==> config.mk <==
export PLATFORM = sky130hd
export DESIGN_NAME = sfx_sequencer
export DESIGN_NICKNAME = d
export VERILOG_FILES = /design/src/rtl/sfx_sequencer.sv
export SDC_FILE = /design/constraint.sdc
export NUM_CORES = 1
export LEC_CHECK = 0
export ABC_AREA = 1
export CAP_MARGIN = 25
export CORE_AREA = 8 8 89 75
export CTS_BUF_LIST = sky130_fd_sc_hd__clkbuf_8
export DETAILED_ROUTE_END_ITERATION = 12
export DIE_AREA = 0 0 97 83
export PLACE_DENSITY = 0.69
export SYNTH_ARGS = -nofsm -noshare
export SYNTH_HDL_FRONTEND = slang
export SYNTH_SLANG_ARGS = --single-unit
==> constraint.sdc <==
create_clock -name clk_i -period 2.38 [get_ports clk_i]
set_clock_uncertainty 0.2 [all_clocks]
set_input_delay 0.714 -clock clk_i [delete_from_list [all_inputs] [get_ports clk_i]]
set_output_delay 0.714 -clock clk_i [all_outputs]
set_load 0.05 [all_outputs]
==> src/rtl/sfx_sequencer.sv <==
// Game-event sound-effect sequencer: turns single-cycle paddle/wall/score events
// into timed note sequences for the downstream square-wave tone generator.
//
// state    | meaning
// ---------+-----------------------------------------------------------
// S_IDLE   | no effect playing, note=0
// S_PLAY   | current (fx, step) note driven, prescaler and tick counter run
// S_FINISH | one cycle after the last step of an effect: note=0, done=1
module sfx_sequencer #(
    parameter int TICK_DIV = 1048576
) (
    input  logic       clk_i,
    input  logic       rst_n_i,
    input  logic       enable_i,
    input  logic       ev_hit_i,
    input  logic       ev_wall_i,
    input  logic       ev_score_i,
    output logic [7:0] note_o,
    output logic       busy_o,
    output logic [1:0] active_fx_o,
    output logic       done_o
);

    typedef enum logic [1:0] {
        S_IDLE   = 2'd0,
        S_PLAY   = 2'd1,
        S_FINISH = 2'd2
    } state_t;

    localparam logic [23:0] PRESC_MAX = 24'(TICK_DIV - 1);

    function automatic logic [7:0] fx_note(input logic [1:0] fx, input logic [1:0] step);
        logic [7:0] n;
        case ({fx, step})
            4'b01_00: n = 8'd36;
            4'b10_00: n = 8'd24;
            4'b11_00: n = 8'd28;
            4'b11_01: n = 8'd32;
            4'b11_10: n = 8'd35;
            4'b11_11: n = 8'd40;
            default:  n = 8'd0;
        endcase
        return n;
    endfunction

    function automatic logic [3:0] fx_dur(input logic [1:0] fx, input logic [1:0] step);
        logic [3:0] d;
        case ({fx, step})
            4'b01_00: d = 4'd2;
            4'b10_00: d = 4'd3;
            4'b11_00: d = 4'd4;
            4'b11_01: d = 4'd4;
            4'b11_10: d = 4'd4;
            4'b11_11: d = 4'd8;
            default:  d = 4'd0;
        endcase
        return d;
    endfunction

    state_t      state_q, state_d;
    logic [1:0]  fx_q, fx_d;
    logic [1:0]  step_q, step_d;
    logic [3:0]  rem_q, rem_d;
    logic [23:0] presc_q, presc_d;
    logic [7:0]  note_q, note_d;
    logic        busy_q, busy_d;
    logic        done_q, done_d;

    logic [1:0]  req_pri;
    logic        accept;
    logic        last_step;

    // Only the highest asserted event is considered; the rest are dropped.
    assign req_pri   = ev_score_i ? 2'd3 : (ev_wall_i ? 2'd2 : (ev_hit_i ? 2'd1 : 2'd0));
    assign accept    = enable_i && (req_pri != 2'd0) && ((state_q != S_PLAY) || (req_pri > fx_q));
    assign last_step = (fx_q == 2'd3) ? (step_q == 2'd3) : 1'b1;

    always_comb begin
        state_d = state_q;
        fx_d    = fx_q;
        step_d  = step_q;
        rem_d   = rem_q;
        presc_d = presc_q;
        done_d  = 1'b0;

        if (!enable_i) begin
            state_d = S_IDLE;
            fx_d    = 2'd0;
            step_d  = 2'd0;
            rem_d   = 4'd0;
            presc_d = 24'd0;
        end else if (accept) begin
            // Pre-emption restarts the prescaler so the first step runs full length.
            state_d = S_PLAY;
            fx_d    = req_pri;
            step_d  = 2'd0;
            rem_d   = fx_dur(req_pri, 2'd0);
            presc_d = 24'd0;
        end else begin
            case (state_q)
                S_PLAY: begin
                    if (presc_q == PRESC_MAX) begin
                        presc_d = 24'd0;
                        if (rem_q == 4'd1) begin
                            if (last_step) begin
                                state_d = S_FINISH;
                                fx_d    = 2'd0;
                                step_d  = 2'd0;
                                rem_d   = 4'd0;
                                done_d  = 1'b1;
                            end else begin
                                step_d = step_q + 2'd1;
                                rem_d  = fx_dur(fx_q, step_q + 2'd1);
                            end
                        end else begin
                            rem_d = rem_q - 4'd1;
                        end
                    end else begin
                        presc_d = presc_q + 24'd1;
                    end
                end
                S_FINISH: state_d = S_IDLE;
                default:  state_d = S_IDLE;
            endcase
        end

        busy_d = (state_d == S_PLAY);
        note_d = busy_d ? fx_note(fx_d, step_d) : 8'd0;
    end

    always_ff @(posedge clk_i or negedge rst_n_i) begin
        if (!rst_n_i) begin
            state_q <= S_IDLE;
            fx_q    <= 2'd0;
            step_q  <= 2'd0;
            rem_q   <= 4'd0;
            presc_q <= 24'd0;
            note_q  <= 8'd0;
            busy_q  <= 1'b0;
            done_q  <= 1'b0;
        end else begin
            state_q <= state_d;
            fx_q    <= fx_d;
            step_q  <= step_d;
            rem_q   <= rem_d;
            presc_q <= presc_d;
            note_q  <= note_d;
            busy_q  <= busy_d;
            done_q  <= done_d;
        end
    end

    assign note_o      = note_q;
    assign busy_o      = busy_q;
    assign active_fx_o = fx_q;
    assign done_o      = done_q;

endmodule
==> summary.md <==
| Metric | Value |
|---|---|
| Result of the run | finished, final reports clean |
| Maximum fanout along the worst path | 7 |
| Category of the worst setup path capture point | flop |
| Max-slew violation count | 0 |
| Worst-case clock buffer depth | 2 |
| Number of antenna violations at the first check in global routing | 0 |
| Critical Setup Path Class | primary input to flop |
| # port buffers | 15 |
| Final Net Count | 391 |
| Gpl congestion | 0.857 |
| Post-route worst hold slack | 184 ps |
| Delay of the slowest cell on the worst path | 280 ps |
| Final core utilization | 0.630 |
| FILL cells | 435 |
| Largest voltage drop on the vdd net | 0.444 mV |
| Area added between synthesis and finish | 30.9% |
| Pin count of the biggest net entering global routing | 23 |
| DIE WIDTH | 97 µm |
| Leading cell types in the layout, fill and taps excluded | sky130_fd_sc_hd__nand2_1 (53), sky130_fd_sc_hd__buf_4 (48), sky130_fd_sc_hd__inv_1 (41), sky130_fd_sc_hd__dfrtp_1 (41), sky130_fd_sc_hd__nor2_1 (29) |
| TritonCTS clock tree | yes |
| Setup repair after global routing missed its margin | false |
| Die Y | 83 µm |
| Layout cell share with drive strength beyond 1 | 0.332 |
| Number of remaining DRC errors | 0 |
| Worst reg2reg startpoint | presc_q[0]$_DFFE_PN0P_ |
| Setup Viol. Count Final | 0 |
| CTS clk-pin slew, worst paths | 90 ps |
| Reg-to-reg setup timing slack | 210 ps |
| Synthesized area divided by synthesized cell count | 8.03 µm² |
| Via count of the routed design | 2315 |
| Drt first pass iters | 4 |
| Area of the die | 8050 µm² |
| Arrival @ worst endpoint | 2310 ps |
| Hold bufs inserted after CTS | 0 |
| Data required time of the critical path | 2390 ps |
| Global-route wire length before repair | 10.8 mm |
| Crit-path leading delay family | simple AND/OR/NAND/NOR gates |
| Via count of the first global-routing pass | 2338 |
| Library cell appearing most often on the critical path | sky130_fd_sc_hd__nor2_4 |
| Remaining number of nets flagged by the antenna check after routing | 0 |
| Count of buffer and inverter cells on the critical path | 3 |
| Period Utilization, post-route | 0.966 |
| Normalized max-slew margin | 0.653 |
| Starting density of the core | 0.481 |
| CTS HTree Levels | 2 |
| Most frequent standard cell in the layout excluding fill and tap cells | sky130_fd_sc_hd__nand2_1 |
| Number of vias per cell after detailed routing | 5.25 |
| Number of top-level design ports | 18 |
| Destination of the worst register-to-register timing path | note_o[5]$_DFF_PN0_ |
| Synthesized instance count | 315 |
| Tmin final | 2300 ps |
| Max Fclk | 435 MHz |
| Per-cell routed wire length | 14.5 µm |
| Placement Rows | 24 |
| Total half-perimeter wirelength after legalization and detailed placement | 4.74 mm |
| Count of clock tree sinks | 41 |
| Sequential element share of the synthesized area | 0.406 |
| Yosys cell types | 36 |
| Final TNS setup | 0 ps |
| Yosys warnings | 0 |
| Crit path max-delay cell type | sky130_fd_sc_hd__ha_4 |
| FF-to-FF path depth | 12 |
| Antenna diode count | 0 |
| Transition time at the pin with the least slew margin | 521 ps |
| Power per Cell Area | 689 nW/µm² |
| Cell at the root of the clock tree | sky130_fd_sc_hd__clkbuf_8 |
| Overflow after GRT | 0 |
| Num CTS Buffers | 5 |
| Overall fraction of global-route tracks in use | 0.159 |
| Hold Path Class | primary input to asynchronous set/reset pin |
| Kind of start point of the critical path | primary input |
| Number of violations of the max-capacitance limit | 0 |
| Cell breakdown of the critical path | clkbuf_2 -> nor2_4 -> inv_2 -> ha_4 -> a21boi_2 -> nand2_1 -> nand3_2 -> nand2_4 -> nand2_8 -> nor2_4 -> nor2_8 -> buf_6 -> a211oi_2 |
| Hold violation count in the final report | 0 |
| Clock latency at the later pin of the worst-skew pair | 300 ps |
| Synthesis-stage register bit count | 41 |
| Core Region | 5260 µm² |
| Total standard cell area after synthesis | 2530 µm² |
| Cell leakage power | 1.55 nW |
| Total detailed-routing wirelength | 6.38 mm |
| Iteration-0 DRC Markers | 91 |
[where the power goes]
group	internal, W	switching [W]	leakage (nW)	total, W
sequential	0.000768	0.0000431	0.557	0.000811
combinational	0.000326	0.000560	0.941	0.000886
clock	0.000314	0.000269	0.0543	0.000583
[cell type report]
class	count	area, µm²	share of cell area
tap	65	81.3	0.0246
sequential	41	1030	0.310
clock buffer	5	68.8	0.0208
clock inverter	3	46.3	0.0140
timing repair buffer	56	440	0.133
multi-input combinational	223	1470	0.443
inverter	48	183	0.0552
[repair_timing]
item                       in CTS  in global routing
setup endpoints to repair      37                 32
resized for setup              22                 23
setup buffers                   3                  1
pin swaps                      12                 14
gates cloned                    1                  0
[sequential cells by signal (all words and copies together), names as in the netlist]
name         count
busy_o           1
step_q           2
active_fx_o      2
done_o           1
state_q          2
presc_q         24
note_o           5
rem_q            4
[cells in the mapped netlist]
cell type / instances / area [µm²]
sky130_fd_sc_hd__and3_1: 1 / 6.26
sky130_fd_sc_hd__nor2_1: 33 / 124
sky130_fd_sc_hd__nor4_1: 1 / 6.26
sky130_fd_sc_hd__buf_4: 3 / 22.5
sky130_fd_sc_hd__conb_1: 1 / 3.75
sky130_fd_sc_hd__and2b_2: 1 / 8.76
sky130_fd_sc_hd__nand3_4: 3 / 52.6
sky130_fd_sc_hd__a21oi_2: 1 / 8.76
sky130_fd_sc_hd__o21a_1: 1 / 7.51
sky130_fd_sc_hd__o21ai_1: 1 / 5.00
sky130_fd_sc_hd__a21oi_1: 17 / 85.1
sky130_fd_sc_hd__nor3b_2: 1 / 12.5
sky130_fd_sc_hd__o21ai_0: 12 / 60.1
sky130_fd_sc_hd__nor2_4: 2 / 22.5
sky130_fd_sc_hd__nor3_2: 1 / 10.0
sky130_fd_sc_hd__a31oi_1: 3 / 18.8
sky130_fd_sc_hd__nor2_8: 2 / 40.0
sky130_fd_sc_hd__nor2_2: 4 / 25.0
sky130_fd_sc_hd__xor2_1: 5 / 43.8
sky130_fd_sc_hd__a211oi_2: 2 / 25.0
sky130_fd_sc_hd__nor3_1: 21 / 105
sky130_fd_sc_hd__inv_1: 44 / 165
sky130_fd_sc_hd__nand2_1: 55 / 206
sky130_fd_sc_hd__nand2_4: 3 / 33.8
sky130_fd_sc_hd__inv_2: 4 / 15.0
sky130_fd_sc_hd__buf_8: 1 / 15.0
sky130_fd_sc_hd__o22ai_1: 2 / 12.5
sky130_fd_sc_hd__o31ai_1: 1 / 7.51
sky130_fd_sc_hd__nand3_2: 4 / 40.0
sky130_fd_sc_hd__a21boi_1: 1 / 7.51
sky130_fd_sc_hd__nand4_1: 7 / 43.8
sky130_fd_sc_hd__nand3_1: 19 / 95.1
sky130_fd_sc_hd__dfrtp_1: 41 / 1030
sky130_fd_sc_hd__buf_2: 1 / 5.00
sky130_fd_sc_hd__ha_1: 10 / 125
sky130_fd_sc_hd__nand2_2: 6 / 37.5
[layer usage]
metal | GRT usage | routed length [µm] | vias to the layer above | part of all wire
li1 | - | - | 1135 | -
met1 | 0.217 | 3100 | 1123 | 0.49
met2 | 0.248 | 2970 | 49 | 0.47
met3 | 0.0373 | 238 | 8 | 0.037
met4 | 0.0321 | 71 | 0 | 0.011
met5 | 0 | 0 | - | 0
[through the flow]
| step | total power [W] | cell area (µm²) | worst slack, ps | std cells |
|---|---|---|---|---|
| final | 0.00228 | 3310 | 80.1 | 441 |
| after global routing | 0.00240 | 3310 | 2.47 | 441 |
| after CTS | 0.00225 | 3240 | 3.91 | 440 |
| after detailed placement | 0.00164 | 3010 | -622 | 428 |
| after global placement | 0.00161 | 3010 | -541 | 428 |
| after floorplan | 0.00135 | 2560 | 3.91 | 316 |
[cell families after synthesis]
group           Yosys count  synth area share
fa+ha+maj                10            0.0495
flops                    41             0.406
xor+xnor                  5            0.0173
compound gates           41            0.0940
simple gates            164             0.344
other cells               1           0.00148
buf+inv                  53            0.0881
[how the worst max path moves through the flow]
stage               cells past startpoint  slack [ps]                       to       start
detailed placement                     13        -620  presc_q[22]$_DFFE_PN0P_  ev_score_i
global route                           13           2  presc_q[14]$_DFFE_PN0P_   ev_wall_i
finish                                 13          80  presc_q[14]$_DFFE_PN0P_   ev_wall_i
global placement                       13        -540  presc_q[22]$_DFFE_PN0P_  ev_score_i
floorplan                              14           4  presc_q[22]$_DFFE_PN0P_   ev_wall_i
CTS                                    13           4  presc_q[22]$_DFFE_PN0P_    ev_hit_i
No activity file was read; power rests on OpenSTA's default activity.
